### src/rtl/uart_frame_check_if.sv
// uart_frame_check_if: groups the frame-check strobes, sampled data and
// the check results between the UART Rx path and uart_frame_check.
//   master : Rx FSM / sampler side, drives strobes and data, reads results
//   slave  : frame checker side
// brk_det exists only when UART_FRAME_CHK_BREAK_DET_EN is defined.
interface uart_frame_check_if #(
  parameter int DATA_WIDTH = 8,
  parameter int CNT_WIDTH  = 8
);
  logic                  frame_start;
  logic                  par_chk_en;
  logic                  stp_chk_en;
  logic                  sampled_bit;
  logic [DATA_WIDTH-1:0] p_data;
  logic                  par_typ;
  logic                  err_clr;
  logic                  par_err;
  logic                  stp_err;
  logic                  frame_done;
  logic                  frame_ok;
  logic [CNT_WIDTH-1:0]  err_cnt;
`ifdef UART_FRAME_CHK_BREAK_DET_EN
  logic                  brk_det;
`endif

  modport master (
    output frame_start, par_chk_en, stp_chk_en, sampled_bit, p_data, par_typ, err_clr,
`ifdef UART_FRAME_CHK_BREAK_DET_EN
    input  brk_det,
`endif
    input  par_err, stp_err, frame_done, frame_ok, err_cnt
  );

  modport slave (
    input  frame_start, par_chk_en, stp_chk_en, sampled_bit, p_data, par_typ, err_clr,
`ifdef UART_FRAME_CHK_BREAK_DET_EN
    output brk_det,
`endif
    output par_err, stp_err, frame_done, frame_ok, err_cnt
  );
endinterface

### src/rtl/uart_frame_check.sv
// uart_frame_check: frame-integrity checker for the UART receive path.
// Checks parity (even/odd) and STOP_BITS stop bits from the sampled bit
// under per-field strobes, pulses frame_done/frame_ok one cycle after the
// final stop strobe, and keeps a saturating count of errored frames.
// Ports:
//   CLK  : system clock, rising edge
//   RST  : asynchronous active-low reset
//   fc   : uart_frame_check_if.slave (strobes, data, par_typ, err_clr in;
//          par_err, stp_err, frame_done, frame_ok, err_cnt [, brk_det] out)
// Optional feature: UART_FRAME_CHK_BREAK_DET_EN adds break detection
// (p_data == 0 and all stop samples 0) reported on brk_det; such frames
// are not counted as errors.
//
// state | meaning
// IDLE  | waiting for frame_start; stop strobes ignored
// DATA  | frame open, parity strobe accepted, no stop bit seen yet
// STOP  | at least one stop bit seen, waiting for the last one
module uart_frame_check #(
  parameter int DATA_WIDTH = 8,
  parameter int STOP_BITS  = 1,
  parameter int CNT_WIDTH  = 8
) (
  input logic               CLK,
  input logic               RST,
  uart_frame_check_if.slave fc
);

  localparam int SCW = (STOP_BITS > 1) ? 2 : 1;
  localparam logic [SCW-1:0] STOP_LAST = SCW'(STOP_BITS - 1);

  typedef enum logic [1:0] {IDLE, DATA, STOP} state_t;

  state_t               state_q, state_d;
  logic [SCW-1:0]       stop_cnt_q, stop_cnt_d;
  logic                 par_err_q, par_err_d;
  logic                 stp_err_q, stp_err_d;
  logic                 frame_done_q, frame_done_d;
  logic                 frame_ok_q, frame_ok_d;
  logic [CNT_WIDTH-1:0] err_cnt_q, err_cnt_d;
  logic                 cnt_inc;
`ifdef UART_FRAME_CHK_BREAK_DET_EN
  logic                 all_zero_q, all_zero_d;
  logic                 brk_det_q, brk_det_d;
  logic                 brk_hit;
`endif

  always_comb begin
    state_d      = state_q;
    stop_cnt_d   = stop_cnt_q;
    par_err_d    = par_err_q;
    stp_err_d    = stp_err_q;
    frame_done_d = 1'b0;
    frame_ok_d   = 1'b0;
`ifdef UART_FRAME_CHK_BREAK_DET_EN
    all_zero_d   = all_zero_q;
    brk_det_d    = 1'b0;
    brk_hit      = 1'b0;
`endif
    if (fc.frame_start) begin
      // A new frame overrides any strobe arriving in the same cycle.
      state_d    = DATA;
      stop_cnt_d = '0;
      par_err_d  = 1'b0;
      stp_err_d  = 1'b0;
`ifdef UART_FRAME_CHK_BREAK_DET_EN
      all_zero_d = 1'b1;
`endif
    end else begin
      if (fc.par_chk_en && (state_q == DATA))
        par_err_d = (^fc.p_data) ^ fc.sampled_bit ^ fc.par_typ;
      if (fc.stp_chk_en && (state_q != IDLE)) begin
        stp_err_d = stp_err_q | ~fc.sampled_bit;
`ifdef UART_FRAME_CHK_BREAK_DET_EN
        all_zero_d = all_zero_q & ~fc.sampled_bit;
`endif
        if (stop_cnt_q == STOP_LAST) begin
          state_d      = IDLE;
          stop_cnt_d   = '0;
          frame_done_d = 1'b1;
`ifdef UART_FRAME_CHK_BREAK_DET_EN
          brk_hit    = all_zero_d && (fc.p_data == '0);
          brk_det_d  = brk_hit;
          frame_ok_d = ~(par_err_d | stp_err_d | brk_hit);
`else
          frame_ok_d = ~(par_err_d | stp_err_d);
`endif
        end else begin
          state_d    = STOP;
          stop_cnt_d = stop_cnt_q + SCW'(1);
        end
      end
    end
  end

  // Errored frames are counted in the frame_done cycle; break frames are not errors.
`ifdef UART_FRAME_CHK_BREAK_DET_EN
  assign cnt_inc = frame_done_q & ~frame_ok_q & ~brk_det_q;
`else
  assign cnt_inc = frame_done_q & ~frame_ok_q;
`endif

  always_comb begin
    err_cnt_d = err_cnt_q;
    if (fc.err_clr)
      err_cnt_d = cnt_inc ? CNT_WIDTH'(1) : '0;  // keep a coincident error
    else if (cnt_inc && (err_cnt_q != {CNT_WIDTH{1'b1}}))
      err_cnt_d = err_cnt_q + CNT_WIDTH'(1);
  end

  always_ff @(posedge CLK or negedge RST) begin
    if (!RST) begin
      state_q      <= IDLE;
      stop_cnt_q   <= '0;
      par_err_q    <= 1'b0;
      stp_err_q    <= 1'b0;
      frame_done_q <= 1'b0;
      frame_ok_q   <= 1'b0;
      err_cnt_q    <= '0;
`ifdef UART_FRAME_CHK_BREAK_DET_EN
      all_zero_q   <= 1'b0;
      brk_det_q    <= 1'b0;
`endif
    end else begin
      state_q      <= state_d;
      stop_cnt_q   <= stop_cnt_d;
      par_err_q    <= par_err_d;
      stp_err_q    <= stp_err_d;
      frame_done_q <= frame_done_d;
      frame_ok_q   <= frame_ok_d;
      err_cnt_q    <= err_cnt_d;
`ifdef UART_FRAME_CHK_BREAK_DET_EN
      all_zero_q   <= all_zero_d;
      brk_det_q    <= brk_det_d;
`endif
    end
  end

  assign fc.par_err    = par_err_q;
  assign fc.stp_err    = stp_err_q;
  assign fc.frame_done = frame_done_q;
  assign fc.frame_ok   = frame_ok_q;
  assign fc.err_cnt    = err_cnt_q;
`ifdef UART_FRAME_CHK_BREAK_DET_EN
  assign fc.brk_det    = brk_det_q;
`endif

endmodule

### src/flat_wrapper.sv
// flat-port wrapper written by rule: the top's interface ports become plain ports
module uart_frame_check_flat 
#(
  parameter int DATA_WIDTH = 8,
  parameter int STOP_BITS  = 1,
  parameter int CNT_WIDTH  = 8
)
  (CLK, RST, fc_frame_start, fc_par_chk_en, fc_stp_chk_en, fc_sampled_bit, fc_p_data, fc_par_typ, fc_err_clr, fc_par_err, fc_stp_err, fc_frame_done, fc_frame_ok, fc_err_cnt);
  uart_frame_check_if #(.DATA_WIDTH(DATA_WIDTH), .CNT_WIDTH(CNT_WIDTH)) fc_i ();
  input logic CLK;
  input logic RST;
  input wire logic [$bits(fc_i.frame_start)-1:0] fc_frame_start;
  input wire logic [$bits(fc_i.par_chk_en)-1:0] fc_par_chk_en;
  input wire logic [$bits(fc_i.stp_chk_en)-1:0] fc_stp_chk_en;
  input wire logic [$bits(fc_i.sampled_bit)-1:0] fc_sampled_bit;
  input wire logic [$bits(fc_i.p_data)-1:0] fc_p_data;
  input wire logic [$bits(fc_i.par_typ)-1:0] fc_par_typ;
  input wire logic [$bits(fc_i.err_clr)-1:0] fc_err_clr;
  output wire logic [$bits(fc_i.par_err)-1:0] fc_par_err;
  output wire logic [$bits(fc_i.stp_err)-1:0] fc_stp_err;
  output wire logic [$bits(fc_i.frame_done)-1:0] fc_frame_done;
  output wire logic [$bits(fc_i.frame_ok)-1:0] fc_frame_ok;
  output wire logic [$bits(fc_i.err_cnt)-1:0] fc_err_cnt;
  assign fc_i.frame_start = fc_frame_start;
  assign fc_i.par_chk_en = fc_par_chk_en;
  assign fc_i.stp_chk_en = fc_stp_chk_en;
  assign fc_i.sampled_bit = fc_sampled_bit;
  assign fc_i.p_data = fc_p_data;
  assign fc_i.par_typ = fc_par_typ;
  assign fc_i.err_clr = fc_err_clr;
  assign fc_par_err = fc_i.par_err;
  assign fc_stp_err = fc_i.stp_err;
  assign fc_frame_done = fc_i.frame_done;
  assign fc_frame_ok = fc_i.frame_ok;
  assign fc_err_cnt = fc_i.err_cnt;
  uart_frame_check #(.DATA_WIDTH(DATA_WIDTH), .STOP_BITS(STOP_BITS), .CNT_WIDTH(CNT_WIDTH)) u_core (.CLK(CLK), .RST(RST), .fc(fc_i));
endmodule
### config.mk
export PLATFORM = sky130hd
export DESIGN_NAME = uart_frame_check_flat
export DESIGN_NICKNAME = d
export VERILOG_FILES = /design/src/rtl/uart_frame_check_if.sv /design/src/rtl/uart_frame_check.sv /design/src/flat_wrapper.sv
export SDC_FILE = /design/constraint.sdc
export NUM_CORES = 1
export LEC_CHECK = 0
export CAP_MARGIN = 25
export CELL_PAD_IN_SITES_DETAIL_PLACEMENT = 1
export CELL_PAD_IN_SITES_GLOBAL_PLACEMENT = 2
export CORE_ASPECT_RATIO = 0.75
export CORE_MARGIN = 5
export CORE_UTILIZATION = 22
export DETAILED_ROUTE_END_ITERATION = 12
export PLACE_DENSITY_LB_ADDON = 0.1
export SKIP_CTS_REPAIR_TIMING = 1
export SYNTH_ARGS = -nofsm -noshare
export SYNTH_HDL_FRONTEND = slang
export SYNTH_SLANG_ARGS = --single-unit
### constraint.sdc
create_clock -name CLK -period 1.4 [get_ports CLK]
set_input_delay 0.28 -clock CLK [delete_from_list [all_inputs] [get_ports CLK]]
set_output_delay 0.28 -clock CLK [all_outputs]
set_load 0.005 [all_outputs]
==> results.md, run 1 <==
- Total grt overflow: 0
- Synth Area in Compound Gates: 0.129
- Root buffer cell: clkbuf_8
- Top-count cell post-synth: dfrtp_1
- Syn. warnings: 0
- Async SR Flop Fraction: 1.00
- Relative max-transition margin: 0.762
- Placed Area: 0.00123 mm^2
- Reg2Reg Setup Slack: -100 ps
- Tightest Pin Transition: 352 ps
- R2r startpoint: u_core.fc.err_cnt[1]
- CTS Buf Count: 3
- Setup ws final: -97.1 ps
- Post-Synth Adder-Cell Area: 0.0168
- Post-route DRC: 0
- HP Class: input port to async pin
- Number of detailed-route iterations in the first pass: 2
- Clock transition at path regs: 60 ps
- Die area: 0.00466 mm^2
- CP max-delay cell: or4b_1
- EDFF count, synth: 0
- Synth Area in XOR/XNOR: 0.124
- Type of the worst setup path: flop to flop
- Drt wl/cell: 13.8 um
- Syn_area_per_cell: 10.1 um^2
- Failing checks: negative setup slack
- Yosys cell types: 33
- Die Height: 60.4 um
- Worst-Skew Late Latency: 240 ps
- Final ANT Viol Nets: 0
- Slew Viols, Final: 0
- R2R cell count: 5
- LEAKAGE: 0.862 nW
- Tcrit/Tclk final: 1.07
- # rows: 18
- Gate Count Post-Synth: 74
- Port bufs: 27
- #FFs+latches synth: 13
- Synth top area cells: dfrtp_1 (44%), xnor2_1 (8.2%), nor2_1 (4.0%)
- Iteration-0 DRC count of the detailed router: 22
- RSZ-0062 raised after global routing: yes
- Ports: 28
- Vias per Instance: 4.47
- CP endpoint kind: flop
- Mux cell area share after synthesis: 0.0134
- Total track usage: 0.105
- Largest family of logic cells by synthesized area: simple AND/OR/NAND/NOR gates
- Total core area: 0.00327 mm^2
- Die width: 77.2 um
- Layout cells sized above 1: 0.359
- Tmin final: 1500 ps
- Startpoint Class: flop
- Synthesized area: 744 um^2
- Routability cong.: 0.720
- Mapped Nets: 91
- CTS tree: built
- Vias in the first global route: 834
- Synth Area in Simple Gates: 0.254
- Slowest Stage Delay on Critical Path: 520 ps
- Worst Path Arrival: 1630 ps
- Nets: 149
- Final hold violation count: 0
- Worst endpoint required time: 1530 ps
- Register area share after synthesis: 0.437
- First-pass GRT wire length: 3910 um
- Max_cap viols: 0
- Initial Util: 0.228
- Pwr per Cell Area: 688 mW/mm^2
- Hpwl dp: 1800 um
- Max frequency: 0.668 GHz
- Final Skew: 1.25 ps
- Ys flop type: dfrtp_1
- CP Max Fanout: 5
- Initial antenna violation count: 0
- P&R area growth vs syn: 93.4%
- Area share of the largest cell type after synthesis: 0.437
- Run status: finished, violations left
- Routed wire length: 2370 um
- WHS: 352 ps
- Vias post-DR: 765
- Top cell type by total area after synthesis: dfrtp_1
- # setup viols final: 3
- Htree depth: 1
- Clock buffer depth: 2
- Top cells by count, synth: dfrtp_1 (13), nor2_1 (8), xnor2_1 (7)
- Max VDD drop: 369 uV
- Largest net degree at the start of global routing: 14
- RR Endpoint: u_core.fc.err_cnt[6]
- Final instance area: 0.00144 mm^2
- Worst-path cell chain: ha_4, nand4b_1, or4b_1, o21ai_1, nor2_1
- # clock sinks: 13
- Antenna cells: 0
==> per-stage QoR <==
| step | TNS [ps] | power (mW) | util | setup WS [ps] | cells |
|---|---|---|---|---|---|
| 2_1_floorplan | -108 | 0.505 | - | -99.7 | 74 |
| 3_3_place_gp | -930 | 0.636 | 0.376 | -430 | 160 |
| 3_5_place_dp | -1210 | 0.641 | 0.376 | -498 | 160 |
| 4_1_cts | -2070 | 0.989 | 0.390 | -262 | 164 |
| 5_1_grt | -478 | 1.04 | 0.441 | -157 | 171 |
| 6_report | -158 | 0.991 | 0.441 | -97.1 | 171 |
==> where the power goes <==
| part | leakage, nW | switching, mW | total [mW] | internal (mW) |
|---|---|---|---|---|
| clock network | 0.0228 | 0.133 | 0.334 | 0.201 |
| logic | 0.671 | 0.0938 | 0.247 | 0.153 |
| registers | 0.168 | 0.0165 | 0.409 | 0.393 |
| total | 0.862 | 0.244 | 0.991 | 0.747 |
==> worst max path at each step <==
stage	end	start	cells after the start
floorplan	u_core.fc.err_cnt[6]	u_core.fc.err_cnt[1]	5
global placement	u_core.fc.par_err	fc_p_data[5]	5
detailed placement	u_core.fc.par_err	fc_p_data[5]	5
CTS	u_core.fc.par_err	fc_p_data[5]	5
global route	u_core.fc.err_cnt[6]	u_core.fc.err_cnt[1]	5
finish	u_core.fc.err_cnt[6]	u_core.fc.err_cnt[1]	5
==> state kept, by name, indices dropped and copies added, names as in the netlist <==
register,flops
u_core.fc.par_err,1
u_core.fc.err_cnt,8
u_core.fc.frame_ok,1
u_core.state_q,1
u_core.fc.frame_done,1
u_core.fc.stp_err,1
==> placed cells by master (no fill, tap or decap), types with 2 or more instances in the layout <==
cell / count
a21oi_1: 3
nor2_1: 8
nand2_1: 5
o21ai_1: 2
nand3_1: 3
clkdlybuf4s50_1: 9
nor3_1: 2
inv_1: 4
buf_6: 3
dfrtp_2: 4
a21oi_2: 2
dfrtp_1: 9
xnor2_2: 2
xnor2_1: 5
buf_4: 23
clkbuf_8: 3
dlymetal6s2s_1: 18
==> critical path, delay by kind of cell, from the launching register on <==
kind / cells / cell delay (ps)
AND/OR/NAND/NOR: 3 / 720
flip-flops: 1 / 390
adder cells (fa/ha/maj): 1 / 180
AO/OA/AOI/OAI: 1 / 90
==> cell type report <==
class | instances | area [um^2]
sequential | 13 | 330
multi-input combinational | 56 | 458
clock buffer | 4 | 45.0
fill | 376 | 1830
timing repair buffer | 54 | 542
inverter | 4 | 15.0
tap | 40 | 50.0
==> routing by layer <==
| metal | GRT usage | share of wire | vias to the layer above |
|---|---|---|---|
| li1 | - | - | 381 |
| met1 | 0.134 | 0.48 | 366 |
| met2 | 0.180 | 0.47 | 16 |
| met3 | 0.0312 | 0.045 | 2 |
| met4 | 0.0221 | 0.0089 | 0 |
| met5 | 0 | 0 | - |
==> cell families (layout without fill, tap and decap cells) <==
| logic type | after synthesis | count (layout) |
|---|---|---|
| fa+ha+maj | 1 | 1 |
| mux | 1 | 1 |
| xor+xnor | 9 | 9 |
| compound gates | 15 | 15 |
| simple gates | 30 | 30 |
| flops | 13 | 13 |
| buf+inv | 5 | 62 |
Power figures use the tool's default switching activity.
==> run 2: changes to the inputs <==
--- a/config.mk
+++ b/config.mk
@@ -12,7 +12,7 @@
 export CORE_MARGIN = 5
 export CORE_UTILIZATION = 22
 export DETAILED_ROUTE_END_ITERATION = 12
-export PLACE_DENSITY_LB_ADDON = 0.1
+export PLACE_DENSITY = 0.72
 export SKIP_CTS_REPAIR_TIMING = 1
 export SYNTH_ARGS = -nofsm -noshare
 export SYNTH_HDL_FRONTEND = slang
==> run 2 against run 1 <==
Compared with the run above:
- the flow still finishes with violations (negative setup slack)
- via count shrank 1.4%
- flip-flop and latch count did not move
- sequential share of layout area increased by 0.60 points
- largest cell class unchanged
==> results.md, run 2 (synthesis results as in run 1) <==
- Run status: finished, violations left
- Failing checks: negative setup slack
- Initial antenna violation count: 0 (unchanged)
- M1 GR Usage: 0.121 (-0.0134)
- First-pass GRT wire length: 3680 um (-5.8%)
- Clock buffer depth: 2 (unchanged)
- Vias in the first global route: 775 (-7.1%)
- Ports: 28 (unchanged)
- Total grt overflow: 0 (unchanged)
- Largest net degree at the start of global routing: 14 (unchanged)
- Highest-count cells in the layout ignoring fill and taps: buf_4 (24), dlymetal6s2s_1 (18), dfrtp_1 (11), clkdlybuf4s50_1 (9), nor2_1 (8)
- CTS tree: built
- Initial Util: 0.228 (unchanged)
- Cells after DPL: 159 (-0.63%)
- # setup viols final: 3 (unchanged)
- Die area: 0.00466 mm^2 (unchanged)
- Relative max-transition margin: 0.754 (-0.00778)
- Origin of the worst setup path: u_core.fc.err_cnt[1]
- Vias post-DR: 754 (-1.4%)
- CTS Buf Count: 3 (unchanged)
- Worst Path Arrival: 1570 ps (-60 ps)
- Multi-input gate area: 448 um^2 (-2.2%)
- Slew Viols, Final: 0 (unchanged)
- HP Class: input port to async pin
- Met2 Track Usage GR: 0.176 (-0.00360)
- Vias per Instance: 4.46 (-0.27%)
- Sequential cell area: 328 um^2 (-0.76%)
- M3 GR Usage: 0.0401 (+0.00890)
- Root buffer cell: clkbuf_8
- Routability cong.: 0.746 (+3.6%)
- Tcrit/Tclk final: 1.02 (-0.0460)
- Tightest Pin Transition: 364 ps (+11.5 ps)
- CP endpoint kind: flop
- Die width: 77.2 um (unchanged)
- Routed wire length: 2340 um (-1.1%)
- Worst-Skew Late Latency: 240 ps (about the same)
- Pwr per Cell Area: 701 mW/mm^2 (+2.0%)
- Pwr Total: 0.977 mW (-1.4%)
- Most common cell after layout, fill and taps aside: buf_4
- Nets: 147 (-1.3%)
- CP Max Fanout: 4 (-1)
- Max_cap viols: 0 (unchanged)
- Total track usage: 0.100 (-0.00469)
- R2r startpoint: u_core.fc.err_cnt[1]
- LEAKAGE: 0.850 nW (-1.4%)
- Port bufs: 27 (unchanged)
- Die Height: 60.4 um (unchanged)
- RSZ-0062 raised after global routing: yes
- Largest register FFs: 8 (unchanged)
- Reg2Reg Setup Slack: -30 ps (+60 ps)
- Max frequency: 0.698 GHz (+4.5%)
- Iteration-0 DRC count of the detailed router: 18 (-18%)
- Type of the worst setup path: flop to flop
- Cell Count, Final, Fillers Out: 169 (-1.2%)
- Total core area: 0.00327 mm^2 (unchanged)
- Number of detailed-route iterations in the first pass: 4 (+2)
- Final ANT Viol Nets: 0 (unchanged)
- Antenna cells: 0 (unchanged)
- Max VDD drop: 349 uV (-5.3%)
- Post-route DRC: 0 (unchanged)
- Worst endpoint required time: 1540 ps (about the same)
- P&R area growth vs syn: 87.1%
- Drt wl/cell: 13.9 um (+0.11%)
- Layout cells sized above 1: 0.326 (-0.0332)
- Setup ws final: -32.7 ps (+64.5 ps)
- # clock sinks: 13 (unchanged)
- Hpwl dp: 1840 um (+2.3%)
- # rows: 18 (unchanged)
- Clock transition at path regs: 60 ps (about the same)
- Finished Core Util: 0.426 (-0.0146)
- Htree depth: 1 (unchanged)
- Final TNS setup: -67.1 ps (+90.7 ps)
- Most Crowded Layer GR: met2
- Fillers: 374 (-0.53%)
- R2R cell count: 5 (unchanged)
- Startpoint Class: flop
- RR Endpoint: u_core.fc.err_cnt[6]
- Tmin final: 1430 ps (-64.5 ps)
- Final Skew: 4.32 ps (+3.07 ps)
- Final hold violation count: 0 (unchanged)
## run 2: worst max path at each step
stage | cells past startpoint | endpoint | slack [ps]
floorplan | 5 | u_core.fc.err_cnt[6] | -100
global placement | 5 | u_core.fc.par_err | -420
detailed placement | 5 | u_core.fc.par_err | -520
CTS | 5 | u_core.fc.par_err | -230
global route | 5 | u_core.fc.err_cnt[6] | -140
finish | 5 | u_core.fc.err_cnt[6] | -30
## run 2: layer usage
metal | routed length (um) | up-vias | part of all wire
li1 | - | 379 | -
met1 | 1070 | 359 | 0.46
met2 | 1180 | 16 | 0.50
met3 | 90 | 0 | 0.038
met4 | 0 | 0 | 0
met5 | 0 | - | 0
## run 2: per-stage QoR
stage	hold slack (ps)	area (um^2)	setup slack, ps
2_1_floorplan	-15.6	748	-99.7
3_3_place_gp	509	1210	-416
3_5_place_dp	522	1210	-518
4_1_cts	359	1250	-230
5_1_grt	378	1390	-144
6_report	353	1390	-32.7
## run 2: power breakdown
| group | internal (mW) | switching [mW] | total (mW) |
|---|---|---|---|
| clock | 0.201 | 0.136 | 0.337 |
| combinational | 0.142 | 0.0896 | 0.232 |
| sequential | 0.393 | 0.0157 | 0.408 |
## run 2: area by class of cell
| class | instances | area share |
|---|---|---|
| Timing Repair Buffer | 52 | 0.364 |
| Multi-Input combinational cell | 56 | 0.322 |
| Clock buffer | 4 | 0.0323 |
| Tap cell | 40 | 0.0359 |
| Sequential cell | 13 | 0.235 |
| Inverter | 4 | 0.0108 |
## run 2: critical path, cell delays in order (launching register included)
cell and delay (ps):
dfrtp_1 390, ha_4 170, nand4b_1 150, or4b_1 490
o21ai_1 80, nor2_1 50
==> run 3: changes to the inputs <==
--- a/config.mk
+++ b/config.mk
@@ -10,9 +10,10 @@
 export CELL_PAD_IN_SITES_GLOBAL_PLACEMENT = 2
 export CORE_ASPECT_RATIO = 0.75
 export CORE_MARGIN = 5
-export CORE_UTILIZATION = 22
+export CORE_UTILIZATION = 31
 export DETAILED_ROUTE_END_ITERATION = 12
-export PLACE_DENSITY = 0.72
+export DONT_BUFFER_PORTS = 1
+export PLACE_DENSITY = 0.7
 export SKIP_CTS_REPAIR_TIMING = 1
 export SYNTH_ARGS = -nofsm -noshare
 export SYNTH_HDL_FRONTEND = slang
==> run 3 against run 2 <==
Compared with the run above:
- the flow still finishes with violations (negative setup slack)
- largest power group unchanged
- sequential power hardly changed
- combinational power decreased by 41%
- routed wire length decreased by 15%
- critical path type unchanged
- via count is 11% lower
- register-to-register slack lost 40 ps
- die area is 25% lower
- final cell count decreased by 20%
- clock-buffer cell count stayed put
- clock power down 29%
- critical path depth down 1
- clock skew rose by 0.95 ps
- worst setup slack lost 40 ps
==> results.md, run 3 (synthesis results as in run 1) <==
- Drt wl/cell: 14.7 um (+6.2%)
- Worst endpoint required time: 1620 ps (+80 ps)
- # setup viols final: 3 (unchanged)
- Total core area: 0.00229 mm^2 (-30%)
- R2r startpoint: u_core.fc.frame_ok
- Highest-count cells in the layout ignoring fill and taps: buf_4 (23), dfrtp_1 (11), nor2_1 (8), xnor2_1 (7), nand2_1 (5)
- Routed wire length: 2000 um (-15%)
- Port bufs: 0 (-100%)
- Routability cong.: 0.719 (-3.7%)
- Initial antenna violation count: 0 (unchanged)
- Fillers: 270 (-28%)
- Ports: 28 (unchanged)
- Root buffer cell: clkbuf_4
- Layout cells sized above 1: 0.382 (+0.0568)
- Total track usage: 0.117 (+0.0168)
- Cells after DPL: 127 (-20%)
- Cell Count, Final, Fillers Out: 136 (-20%)
- Nets: 120 (-18%)
- R2R cell count: 4 (-1)
- CP Max Fanout: 6 (+2)
- Largest register FFs: 8 (unchanged)
- P&R area growth vs syn: 39.8%
- Final Skew: 5.28 ps (+0.954 ps)
- CTS Buf Count: 3 (unchanged)
- Initial Util: 0.325 (+0.0972)
- LEAKAGE: 0.466 nW (-45%)
- Clock buffer depth: 2 (unchanged)
- Pwr per Cell Area: 754 mW/mm^2 (+7.4%)
- # clock sinks: 13 (unchanged)
- Htree depth: 1 (unchanged)
- Post-route DRC: 0 (unchanged)
- Hpwl dp: 1490 um (-19%)
- Tcrit/Tclk final: 1.05 (+0.0283)
- Die area: 0.00349 mm^2 (-25%)
- Vias post-DR: 670 (-11%)
- Vias in the first global route: 662 (-15%)
- # rows: 15 (-3)
- Antenna cells: 0 (unchanged)
- Slew Viols, Final: 0 (unchanged)
- Largest net degree at the start of global routing: 14 (unchanged)
- RSZ-0062 raised after global routing: yes
- Most common cell after layout, fill and taps aside: buf_4
- Type of the worst setup path: flop to flop
- Vias per Instance: 4.93 (+10%)
- Final ANT Viol Nets: 0 (unchanged)
- HP Class: input port to flop
- Failing checks: negative setup slack
- Hold Path End: u_core.fc.err_cnt[3]
- Run status: finished, violations left
- Max VDD drop: 551 uV (+58%)
- Tmin final: 1470 ps (+39.7 ps)
- Final hold violation count: 0 (unchanged)
- Iteration-0 DRC count of the detailed router: 16 (-2)
- Placed Area: 937 um^2 (-22%)
- Total grt overflow: 0 (unchanged)
- Max_cap viols: 0 (unchanged)
- Die width: 66.6 um (-14%)
- Reg2Reg Setup Slack: -70 ps (-40 ps)
- First-pass GRT wire length: 3020 um (-18%)
- CP endpoint kind: flop
- Tightest Pin Transition: 595 ps (+231 ps)
- RR Endpoint: u_core.fc.err_cnt[5]
- HP Start: fc_err_clr
- Setup ws final: -72.3 ps (-39.7 ps)
- CTS tree: built
- Die Height: 52.4 um (-13%)
- Clock transition at path regs: 80 ps (+20 ps)
- Max frequency: 0.679 GHz (-2.7%)
- Relative max-transition margin: 0.602 (-0.152)
- Number of detailed-route iterations in the first pass: 4 (unchanged)
- Worst-Skew Late Latency: 280 ps (+40 ps)
- Place WS: -86.0 ps (+432 ps)
- Pwr Total: 0.784 mW (-20%)
- Worst Path Arrival: 1690 ps (+120 ps)
- Hold path depth: 1
- Startpoint Class: flop
- Final instance area: 0.00104 mm^2 (-25%)
-- run 3: changes by cell type in the layout (fill, tap and decap cells not counted), moves of 2 or more --
| cell | previous run | this run |
|---|---|---|
| clkbuf_4 | 0 | 3 |
| clkbuf_8 | 3 | 0 |
| clkdlybuf4s50_1 | 9 | 0 |
| dlymetal6s2s_1 | 18 | 0 |
| xnor2_1 | 5 | 7 |
| xnor2_2 | 2 | 0 |
-- run 3: per-stage QoR --
stage                     TNS, ps  utilization  hold WS (ps)
after floorplan              -108            -         -15.6
after global placement      -43.6        0.409         -15.3
after detailed placement     -103        0.409         -15.2
after CTS                    -138        0.421          -326
after global routing         -418        0.455          22.3
final                        -116        0.455          40.4
-- run 3: worst max path at each step --
stage	start	end	depth (start not counted)
floorplan	u_core.fc.err_cnt[1]	u_core.fc.err_cnt[6]	5
detailed placement	u_core.fc.err_cnt[1]	u_core.fc.err_cnt[6]	5
CTS	u_core.fc.err_cnt[1]	u_core.fc.err_cnt[6]	5
global placement	u_core.fc.err_cnt[1]	u_core.fc.err_cnt[6]	5
finish	u_core.fc.frame_ok	u_core.fc.err_cnt[5]	4
global route	u_core.fc.err_cnt[1]	u_core.fc.err_cnt[6]	5
-- run 3: critical path: stages, from the launching register on --
cell and delay (ps):
dfrtp_1 430, nor2b_4 160, nand4_4 150, or4_4 540, a21oi_2 130
-- run 3: metal layers --
| layer | wire length (um) | vias up | share of wire | track usage |
|---|---|---|---|---|
| li1 | - | 325 | - | - |
| met1 | 918 | 330 | 0.46 | 0.142 |
| met2 | 944 | 13 | 0.47 | 0.189 |
| met3 | 127 | 2 | 0.064 | 0.0579 |
| met4 | 9 | 0 | 0.0045 | 0.0203 |
| met5 | 0 | - | 0 | 0 |
-- run 3: cell type report --
type / instances / area (um^2) / share of cell area
Sequential cell: 13 / 328 / 0.315
Timing Repair Buffer: 25 / 194 / 0.186
Multi-Input combinational cell: 56 / 435 / 0.418
Clock buffer: 4 / 26.3 / 0.0252
Tap cell: 34 / 42.5 / 0.0409
Inverter: 4 / 15.0 / 0.0144
-- run 3: power breakdown --
part / internal [mW] / switching, mW / total, mW
clock network: 0.111 / 0.127 / 0.238
logic: 0.0745 / 0.0625 / 0.137
registers: 0.392 / 0.0179 / 0.410
